## config.mk

```make
export PLATFORM = sky130hd
export DESIGN_NAME = mem_wb_stage
export DESIGN_NICKNAME = d
export VERILOG_FILES = /design/src/rtl/mem_wb_pkg.sv /design/src/rtl/mem_wb_stage_load_align.sv /design/src/rtl/mem_wb_stage.sv
export SDC_FILE = /design/constraint.sdc
export NUM_CORES = 1
export LEC_CHECK = 0
export BUFFER_PORTS_ARGS = -buffer_cell sky130_fd_sc_hd__buf_2
export CAP_MARGIN = 10
export CORE_AREA = 2 2 212 214
export DETAILED_ROUTE_END_ITERATION = 10
export DIE_AREA = 0 0 214 216
export PLACE_DENSITY = 0.62
export SYNTH_ARGS = -nofsm -noshare
export SYNTH_HDL_FRONTEND = slang
export SYNTH_SLANG_ARGS = --single-unit
export TNS_END_PERCENT = 30
```

## constraint.sdc

```tcl
create_clock -name clk -period 1.9 [get_ports clk]
set_input_delay 0.38 -clock clk [delete_from_list [all_inputs] [get_ports clk]]
set_output_delay 0.38 -clock clk [all_outputs]
set_load 0.03 [all_outputs]
```

## src/rtl/mem_wb_pkg.sv

```systemverilog
`timescale 1ns/1ps
`default_nettype none
// ============================================================================
//  Module      : mem_wb_pkg
//  Description : Types and constants shared by the memory/writeback stage:
//                the execute->memwb state struct, operation codes, access
//                size constants, FSM state encoding and the misalign rule.
//  Revision    : 1.0  initial release
// ============================================================================
package mem_wb_pkg;

    // Width of the execute->memwb struct.
    localparam int c_STATE_W = 289;

    // Memory operation carried by the instruction.
    typedef enum logic [1:0] {
        MEM_NONE  = 2'd0,
        MEM_LOAD  = 2'd1,
        MEM_STORE = 2'd2
    } mem_op_e;

    // Writeback source. Codes 5..7 are legal on the wire but never write.
    typedef enum logic [2:0] {
        WB_NONE = 3'd0,
        WB_ALU  = 3'd1,
        WB_MEM  = 3'd2,
        WB_PC4  = 3'd3,
        WB_IMM  = 3'd4
    } wb_op_e;

    // Load funct3 encodings.
    localparam logic [2:0] c_F3_LB  = 3'b000;
    localparam logic [2:0] c_F3_LH  = 3'b001;
    localparam logic [2:0] c_F3_LW  = 3'b010;
    localparam logic [2:0] c_F3_LBU = 3'b100;
    localparam logic [2:0] c_F3_LHU = 3'b101;

    // Store funct3 encodings.
    localparam logic [2:0] c_F3_SB = 3'b000;
    localparam logic [2:0] c_F3_SH = 3'b001;
    localparam logic [2:0] c_F3_SW = 3'b010;

    // Access size lives in funct3[1:0] for both loads and stores.
    localparam logic [1:0] c_SIZE_B = 2'b00;
    localparam logic [1:0] c_SIZE_H = 2'b01;

    // Stage FSM, explicit 2-bit encoding.
    typedef enum logic [1:0] {
        ST_IDLE = 2'd0,
        ST_REQ  = 2'd1,
        ST_WAIT = 2'd2,
        ST_DONE = 2'd3
    } state_e;

    // Execute->memwb state. Op fields are plain vectors so that
    // out-of-range codes can be carried and rejected by the stage.
    typedef struct packed {
        logic        valid;
        logic [31:0] pc;
        logic [31:0] instr;
        logic [4:0]  rs1;
        logic [4:0]  rs2;
        logic [4:0]  rd;
        logic [31:0] rs1_val;
        logic [31:0] rs2_val;
        logic [31:0] imm;
        logic [31:0] alu_result;
        logic [31:0] csr_wdata;
        logic [1:0]  mem_op;
        logic [2:0]  funct3;
        logic [2:0]  wb_op;
        logic [40:0] ctrl_spare;
    } memwb_state_t;

    // Halfwords need addr[0]=0, words need addr[1:0]=0; byte access never faults.
    function automatic logic is_misaligned(input logic [1:0] mem_op,
                                           input logic [2:0] funct3,
                                           input logic [1:0] addr_lo);
        logic is_mem;
        is_mem = (mem_op == MEM_LOAD) || (mem_op == MEM_STORE);
        if (!is_mem)                      return 1'b0;
        if (funct3[1:0] == c_SIZE_B)      return 1'b0;
        if (funct3[1:0] == c_SIZE_H)      return addr_lo[0];
        return (addr_lo != 2'b00);
    endfunction

    // True for the writeback codes that actually produce a register write.
    function automatic logic wb_writes(input logic [2:0] wb_op);
        return (wb_op == WB_ALU) || (wb_op == WB_MEM) ||
               (wb_op == WB_PC4) || (wb_op == WB_IMM);
    endfunction

endpackage
`default_nettype wire

```

## src/rtl/mem_wb_stage_load_align.sv

```systemverilog
`timescale 1ns/1ps
`default_nettype none
// ============================================================================
//  Module      : load_align
//  Description : Selects the addressed byte/halfword of a load response word
//                and sign- or zero-extends it according to funct3.
//  Revision    : 1.0  initial release
// ============================================================================
module load_align
    import mem_wb_pkg::*;
(
    input  logic [31:0] i_rdata,
    input  logic [1:0]  i_addr_lo,
    input  logic [2:0]  i_funct3,
    output logic [31:0] o_result
);

    logic [7:0]  w_byte;
    logic [15:0] w_half;

    // Lane selection and extension.
    always_comb begin
        w_byte   = i_rdata[7:0];
        w_half   = i_addr_lo[1] ? i_rdata[31:16] : i_rdata[15:0];
        o_result = i_rdata;
        case (i_addr_lo)
            2'd0:    w_byte = i_rdata[7:0];
            2'd1:    w_byte = i_rdata[15:8];
            2'd2:    w_byte = i_rdata[23:16];
            default: w_byte = i_rdata[31:24];
        endcase
        case (i_funct3)
            c_F3_LB:  o_result = {{24{w_byte[7]}}, w_byte};
            c_F3_LBU: o_result = {24'h0, w_byte};
            c_F3_LH:  o_result = {{16{w_half[15]}}, w_half};
            c_F3_LHU: o_result = {16'h0, w_half};
            default:  o_result = i_rdata;
        endcase
    end

endmodule
`default_nettype wire

```

## src/rtl/mem_wb_stage.sv

```systemverilog
`timescale 1ns/1ps
`default_nettype none
// ============================================================================
//  Module      : mem_wb_stage
//  Description : Final pipeline stage. Holds one instruction from execute,
//                performs its data-memory access over a valid/ready request
//                and a response channel, writes the register file, and
//                exposes a forwarding/hazard view of the held instruction.
//  Revision    : 1.0  initial release
// ============================================================================
module mem_wb_stage
    import mem_wb_pkg::*;
#(
    parameter int XLEN         = 32,
    parameter int RETIRE_CNT_W = 32
) (
    input  logic                    clk,
    input  logic                    reset,
    input  memwb_state_t            in_state,
    output logic                    in_ready,
    output logic                    dmem_req_valid,
    input  logic                    dmem_req_ready,
    output logic [XLEN-1:0]         dmem_addr,
    output logic                    dmem_we,
    output logic [XLEN-1:0]         dmem_wdata,
    output logic [3:0]              dmem_wstrb,
    input  logic                    dmem_rsp_valid,
    input  logic [XLEN-1:0]         dmem_rdata,
    output logic                    rf_we,
    output logic [4:0]              rf_waddr,
    output logic [XLEN-1:0]         rf_wdata,
    output logic                    fwd_valid,
    output logic [4:0]              fwd_rd,
    output logic [XLEN-1:0]         fwd_data,
    output logic                    fwd_busy,
    output logic                    retire_valid,
    output logic [XLEN-1:0]         retire_pc,
    output logic                    misalign_err,
    output logic [RETIRE_CNT_W-1:0] retire_cnt
);

    // The datapath below is written for a 32-bit machine only.
    if (XLEN != 32) begin : g_xlen_check
        $error("mem_wb_stage: XLEN must be 32");
    end
    if ($bits(memwb_state_t) != c_STATE_W) begin : g_state_w_check
        $error("mem_wb_stage: memwb_state_t width mismatch");
    end

    state_e                  r_state;
    state_e                  w_next_state;
    memwb_state_t            r_instr;
    logic                    r_misalign;
    logic [31:0]             r_load_data;
    logic [RETIRE_CNT_W-1:0] r_retire_cnt;

    logic        w_accept;
    logic        w_in_misalign;
    logic        w_in_is_mem;
    logic        w_is_load;
    logic        w_is_store;
    logic        w_writes;
    logic [31:0] w_load_aligned;
    logic [31:0] w_wb_data;
    logic [31:0] w_store_data;
    logic [3:0]  w_store_strb;
    logic        w_unused_fields;

    assign in_ready      = (r_state == ST_IDLE) || (r_state == ST_DONE);
    assign w_accept      = in_ready && in_state.valid;
    assign w_in_misalign = is_misaligned(in_state.mem_op, in_state.funct3,
                                         in_state.alu_result[1:0]);
    assign w_in_is_mem   = ((in_state.mem_op == MEM_LOAD) ||
                            (in_state.mem_op == MEM_STORE)) && !w_in_misalign;
    assign w_is_load     = (r_instr.mem_op == MEM_LOAD);
    assign w_is_store    = (r_instr.mem_op == MEM_STORE);
    assign w_writes      = wb_writes(r_instr.wb_op) && (r_instr.rd != 5'd0);

    // State register; reset drops any outstanding request immediately.
    always_ff @(posedge clk) begin
        if (!reset) begin
            r_state <= ST_IDLE;
        end else begin
            r_state <= w_next_state;
        end
    end

    // Next-state logic; DONE lasts one cycle and can accept back-to-back.
    always_comb begin
        w_next_state = r_state;
        case (r_state)
            ST_IDLE, ST_DONE: begin
                if (w_accept) begin
                    w_next_state = w_in_is_mem ? ST_REQ : ST_DONE;
                end else begin
                    w_next_state = ST_IDLE;
                end
            end
            ST_REQ: begin
                if (dmem_req_ready) begin
                    w_next_state = w_is_store ? ST_DONE : ST_WAIT;
                end
            end
            ST_WAIT: begin
                if (dmem_rsp_valid) begin
                    w_next_state = ST_DONE;
                end
            end
            default: w_next_state = ST_IDLE;
        endcase
    end

    // Held instruction and its misalign flag, captured on accept.
    always_ff @(posedge clk) begin
        if (!reset) begin
            r_instr    <= '0;
            r_misalign <= 1'b0;
        end else if (w_accept) begin
            r_instr    <= in_state;
            r_misalign <= w_in_misalign;
        end
    end

    load_align u_load_align (
        .i_rdata   (dmem_rdata),
        .i_addr_lo (r_instr.alu_result[1:0]),
        .i_funct3  (r_instr.funct3),
        .o_result  (w_load_aligned)
    );

    // Load data is only taken while waiting; responses elsewhere are ignored.
    always_ff @(posedge clk) begin
        if (!reset) begin
            r_load_data <= '0;
        end else if ((r_state == ST_WAIT) && dmem_rsp_valid) begin
            r_load_data <= w_load_aligned;
        end
    end

    // Retired-instruction counter, wraps naturally.
    always_ff @(posedge clk) begin
        if (!reset) begin
            r_retire_cnt <= '0;
        end else if (r_state == ST_DONE) begin
            r_retire_cnt <= r_retire_cnt + RETIRE_CNT_W'(1);
        end
    end

    // Store lane replication and byte strobes.
    always_comb begin
        w_store_data = r_instr.rs2_val;
        w_store_strb = 4'hF;
        case (r_instr.funct3[1:0])
            c_SIZE_B: begin
                w_store_data = {4{r_instr.rs2_val[7:0]}};
                w_store_strb = 4'b0001 << r_instr.alu_result[1:0];
            end
            c_SIZE_H: begin
                w_store_data = {2{r_instr.rs2_val[15:0]}};
                w_store_strb = 4'b0011 << r_instr.alu_result[1:0];
            end
            default: begin
                w_store_data = r_instr.rs2_val;
                w_store_strb = 4'hF;
            end
        endcase
    end

    // Writeback source select.
    always_comb begin
        w_wb_data = '0;
        case (r_instr.wb_op)
            WB_ALU:  w_wb_data = r_instr.alu_result;
            WB_MEM:  w_wb_data = r_load_data;
            WB_PC4:  w_wb_data = r_instr.pc + 32'd4;
            WB_IMM:  w_wb_data = r_instr.imm;
            default: w_wb_data = '0;
        endcase
    end

    assign dmem_req_valid = (r_state == ST_REQ);
    assign dmem_addr      = {r_instr.alu_result[31:2], 2'b00};
    assign dmem_we        = w_is_store;
    assign dmem_wdata     = w_store_data;
    assign dmem_wstrb     = w_is_store ? w_store_strb : 4'b0000;

    assign rf_we          = (r_state == ST_DONE) && w_writes && !r_misalign;
    assign rf_waddr       = r_instr.rd;
    assign rf_wdata       = w_wb_data;

    assign fwd_valid      = (r_state != ST_IDLE) && w_writes;
    assign fwd_rd         = r_instr.rd;
    assign fwd_data       = w_wb_data;
    assign fwd_busy       = ((r_state == ST_REQ) || (r_state == ST_WAIT)) && w_is_load;

    assign retire_valid   = (r_state == ST_DONE);
    assign retire_pc      = r_instr.pc;
    assign misalign_err   = (r_state == ST_DONE) && r_misalign;
    assign retire_cnt     = r_retire_cnt;

    // Struct fields carried through but not consumed by this stage.
    assign w_unused_fields = ^{r_instr.valid, r_instr.instr, r_instr.rs1,
                               r_instr.rs2, r_instr.rs1_val, r_instr.csr_wdata,
                               r_instr.ctrl_spare};

endmodule
`default_nettype wire
```

==> metrics.md <==
| Metric | Value |
|---|---|
| Outcome | complete, but fails checks |
| Failing checks | setup timing |
| Warnings, synthesis | 0 |
| Post-layout util | 0.362 |
| Core area | around 44000 um2 |
| Detail Placement HPWL | ~35000 um |
| GR Layer Usage met2 | 0.317 |
| Nets@finish | 2087 |
| Hold Crit Class | in -> reg |
| Hold Path Origin | in_state[41] |
| Post-route setup slack | -0.862 ns |
| Worst path depth | 8 |
| Initial DRC Count | 773 |
| TritonRoute pass-1 iters | 7 |
| CTS tree | done |
| Worst Skew | 0.0206 ns |
| Met3 Resource Use GR | 0.0471 |
| Min Hold Slack | between 0.05 and 0.06 ns |
| Slowest library cell on the worst path | dfxtp_4 |
| Required time of the critical path | 1.52 ns |
| Setup crit end kind | output pin |
| WP buf/inv | 2 |
| Deepest clock path buffer count | 3 |
| Synth-to-Final Area Change | 48.5% |
| Final Critical Period | 2.76 ns |
| CTS sink cnt | between 200 and 250 |
| Cell family contributing the most delay on the critical path | simple AND/OR/NAND/NOR gates |
| CTS Root Cell | clkbuf_16 |
| Max Clk Rate | 0.362 GHz |
| Diodes inserted | 0 |
| Synth top area cells | dfxtp_1 39%, nand2_1 13%, a21oi_1 9.2% |
| Filler instances | roughly 4500 |
| Worst r2r path cells | 6 |
| Critical Path, Cell by Cell | ha_4 > nand4_1 > nor3_2 > buf_6 > nand4_1 > xor2_2 > o221ai_4 > buf_6 |
| CP Launch Type | register |
| Register area share after synthesis | 0.389 |
| Max Cap Violations | 0 |
| Post-route cell area | 15900 um2 |
| Yosys reg bits | 208 |
| Fin cells | 2368 |
| Synth unique cells | 46 |
| TritonCTS Buffers | 26 |
| Number of flops mapped to enable cells by yosys | 0 |
| Row Count | 77 |
| IO Port Bufs | between 300 and 400 |
| DRT antenna net count | 0 |
| Unrepaired setup endpoints after global routing | yes |
| Initial antenna violation count | 8 |
| Post-synth top area cell | dfxtp_1 |
| Post-Syn Area | between 10000 and 15000 um2 |
| Slowest stage delay, CP | approximately 0.36 ns |
| Worst slack at placement | -0.513 ns |
| Worst EP arrival | between 2 and 2.5 ns |
| Die footprint | 46200 um2 |
| Largest net degree at the start of global routing | between 60 and 70 |
| DR vias/cell | 4.73 |
| Drt drc | 0 |
| Global placer's final weighted congestion | between 0.9 and 1 |
| Clk Latency, worst-skew pair | between 0.5 and 0.6 ns |
| Placed cells | around 2300 |
| Share of layout cells above drive strength 1 | 0.405 |
| Syn avg cell area | 7.57 um2 |
| Reg2reg end | retire_cnt[9]$_SDFFE_PN0P_ |
| Synth top area share | 0.389 |
| Met1 usage | 0.234 |
| Die X | approximately 210 um |
| Max-slew violations | 0 |
| Final setup vio count | 96 |
| Clock Pin Slew Worst Setup and Hold Paths | 0.06 ns |
| Starting Density | 0.244 |
| Fraction of registers with async set/reset | 0 |
| Gate Count Post-Synth | around 1400 |
| Worst setup path category | reg -> out |
| Vias in the first global route | roughly 11000 |
| Worst Hold Path EP | r_instr[41]$_SDFFE_PN0P_ |
| GRT overflow | 0 |
| H-tree depth | 1 |
| GRT Util Overall | 0.189 |
| DR WL/cell | between 15 and 20 um |
| Die Y | about 220 um |
| Hold path cells | 3 |
| Final Hold Fails | 0 |
| Primary FF master, synth | dfxtp_1 |
| I/O pin count | about 540 |
| Critical path peak fanout | 5 |
| Flop-to-flop setup slack | roughly 0.08 ns |
| Vias | roughly 11000 |
| Most Crowded Layer GR | met2 |
| Placed inst area | ~14000 um2 |
| First-pass GRT wire length | 67700 um |
| Period utilisation layout | 1.45 |
| PD cells | between 1000 and 1500 nW/um2 |
| Leakage Power | 0.00657 uW |
| Total wire length | between 40000 and 50000 um |
| Reg-to-reg startpoint | r_state[0]$_SDFFE_PN0P_ |
| Worst vdd ir | about 0.00089 V |
## through the flow
stage               TNS, ns  power, uW
floorplan            -13.85      11300
global placement     -11.63      14000
detailed placement   -12.53      14200
CTS                  -48.18      20200
global route         -53.75      21200
finish               -45.16      20200
## Yosys cell counts (7+ instances only)
library cell,number
o211ai_1,10
nor2_1,55
buf_1,7
a22oi_1,34
nor3_1,7
xor2_1,33
dfxtp_1,208
nand3_1,25
inv_1,14
o21ai_0,49
a21oi_1,197
mux2_2,26
nand4_1,21
nand2_1,384
buf_4,114
or3_1,9
mux2i_1,13
nand3b_1,9
clkbuf_1,81
nor4_1,7
xnor2_1,18
o221ai_1,25
## metal layers
layer / part of all wire / up-vias
li1: - / 5386
met1: 0.42 / 5294
met2: 0.46 / 443
met3: 0.076 / 77
met4: 0.035 / 10
met5: 0.0012 / -
## worst min-delay path, cell delays in order
cell and delay, ns:
buf_2 0.10, nand2_1 0.05, a21oi_1 0.05
## cell families after synthesis
| group | Yosys count | synth area share |
|---|---|---|
| xor gates and xnor gates | 51 | 0.0418 |
| muxes | 39 | 0.0396 |
| and+or+nand+nor | 557 | 0.228 |
| AOI/OAI and AO/OA | 327 | 0.175 |
| other | 1 | 0.000351 |
| DFF | 208 | 0.389 |
| adders and majority gates | 6 | 0.00702 |
| buffers and inverters | 223 | 0.119 |
## placed cells by master (no fill, tap or decap), types with 5 or more instances in the layout
cell,synthesis,layout
clkbuf_16,0,28
dfxtp_1,208,183
o211ai_1,10,10
nor4_1,7,6
dfxtp_4,0,14
a22oi_1,34,27
xor2_1,33,25
a21oi_1,197,194
buf_2,6,303
nor2_1,55,49
clkinv_2,0,7
nand3b_1,9,9
o221ai_4,0,21
mux2_2,26,17
nand3_1,25,19
xor2_2,0,7
mux2_4,0,9
mux2i_1,13,10
or3_1,9,9
xnor2_1,18,17
nand2_1,384,383
nand4_1,21,21
buf_12,0,28
o21ai_0,49,38
buf_4,114,113
dfxtp_2,0,11
buf_6,0,75
inv_1,14,11
a22oi_2,0,7
and3_1,6,5
## area by class of cell
type	instances	area [um2]	share of cell area
Clock buffer	34	753	0.0475
Clock inverter	14	180	0.0114
Inverter	15	61.3	0.00386
Multi-Input combinational cell	982	6090	0.384
Sequential cell	208	4230	0.267
Tap cell	592	741	0.0467
Timing Repair Buffer	523	3810	0.240
## how the worst max path moves through the flow
| stage | start | to | slack (ns) |
|---|---|---|---|
| floorplan | r_instr[43]$_SDFFE_PN0P_ | rf_wdata[10] | -0.34 |
| global placement | retire_pc[23]$_SDFFE_PN0P_ | rf_wdata[31] | -0.47 |
| detailed placement | retire_pc[23]$_SDFFE_PN0P_ | rf_wdata[31] | -0.51 |
| CTS | retire_pc[3]$_SDFFE_PN0P_ | rf_wdata[18] | -0.91 |
| global route | retire_pc[3]$_SDFFE_PN0P_ | rf_wdata[26] | -0.97 |
| finish | retire_pc[3]$_SDFFE_PN0P_ | rf_wdata[26] | -0.86 |
## state kept, by name (all words and copies together) (netlist names)
register     flops
r_load_data     32
retire_cnt      32
r_instr         74
dmem_addr       30
fwd_rd           5
r_misalign       1
retire_pc       32
r_state          2
## power by group
group          switching [uW]  internal, uW
registers                 826          5260
clock network            2090          3340
logic                    5350          3330
## timing repair
item / CTS / global route
cloned: 0 / 1
endpoints found under the setup margin: 107 / 109
buffers inserted: 2 / 2
resized for setup: 217 / 53
hold buffers: 0 / 0
pin swaps: 24 / 11
No activity file was read; power rests on OpenSTA's default activity.
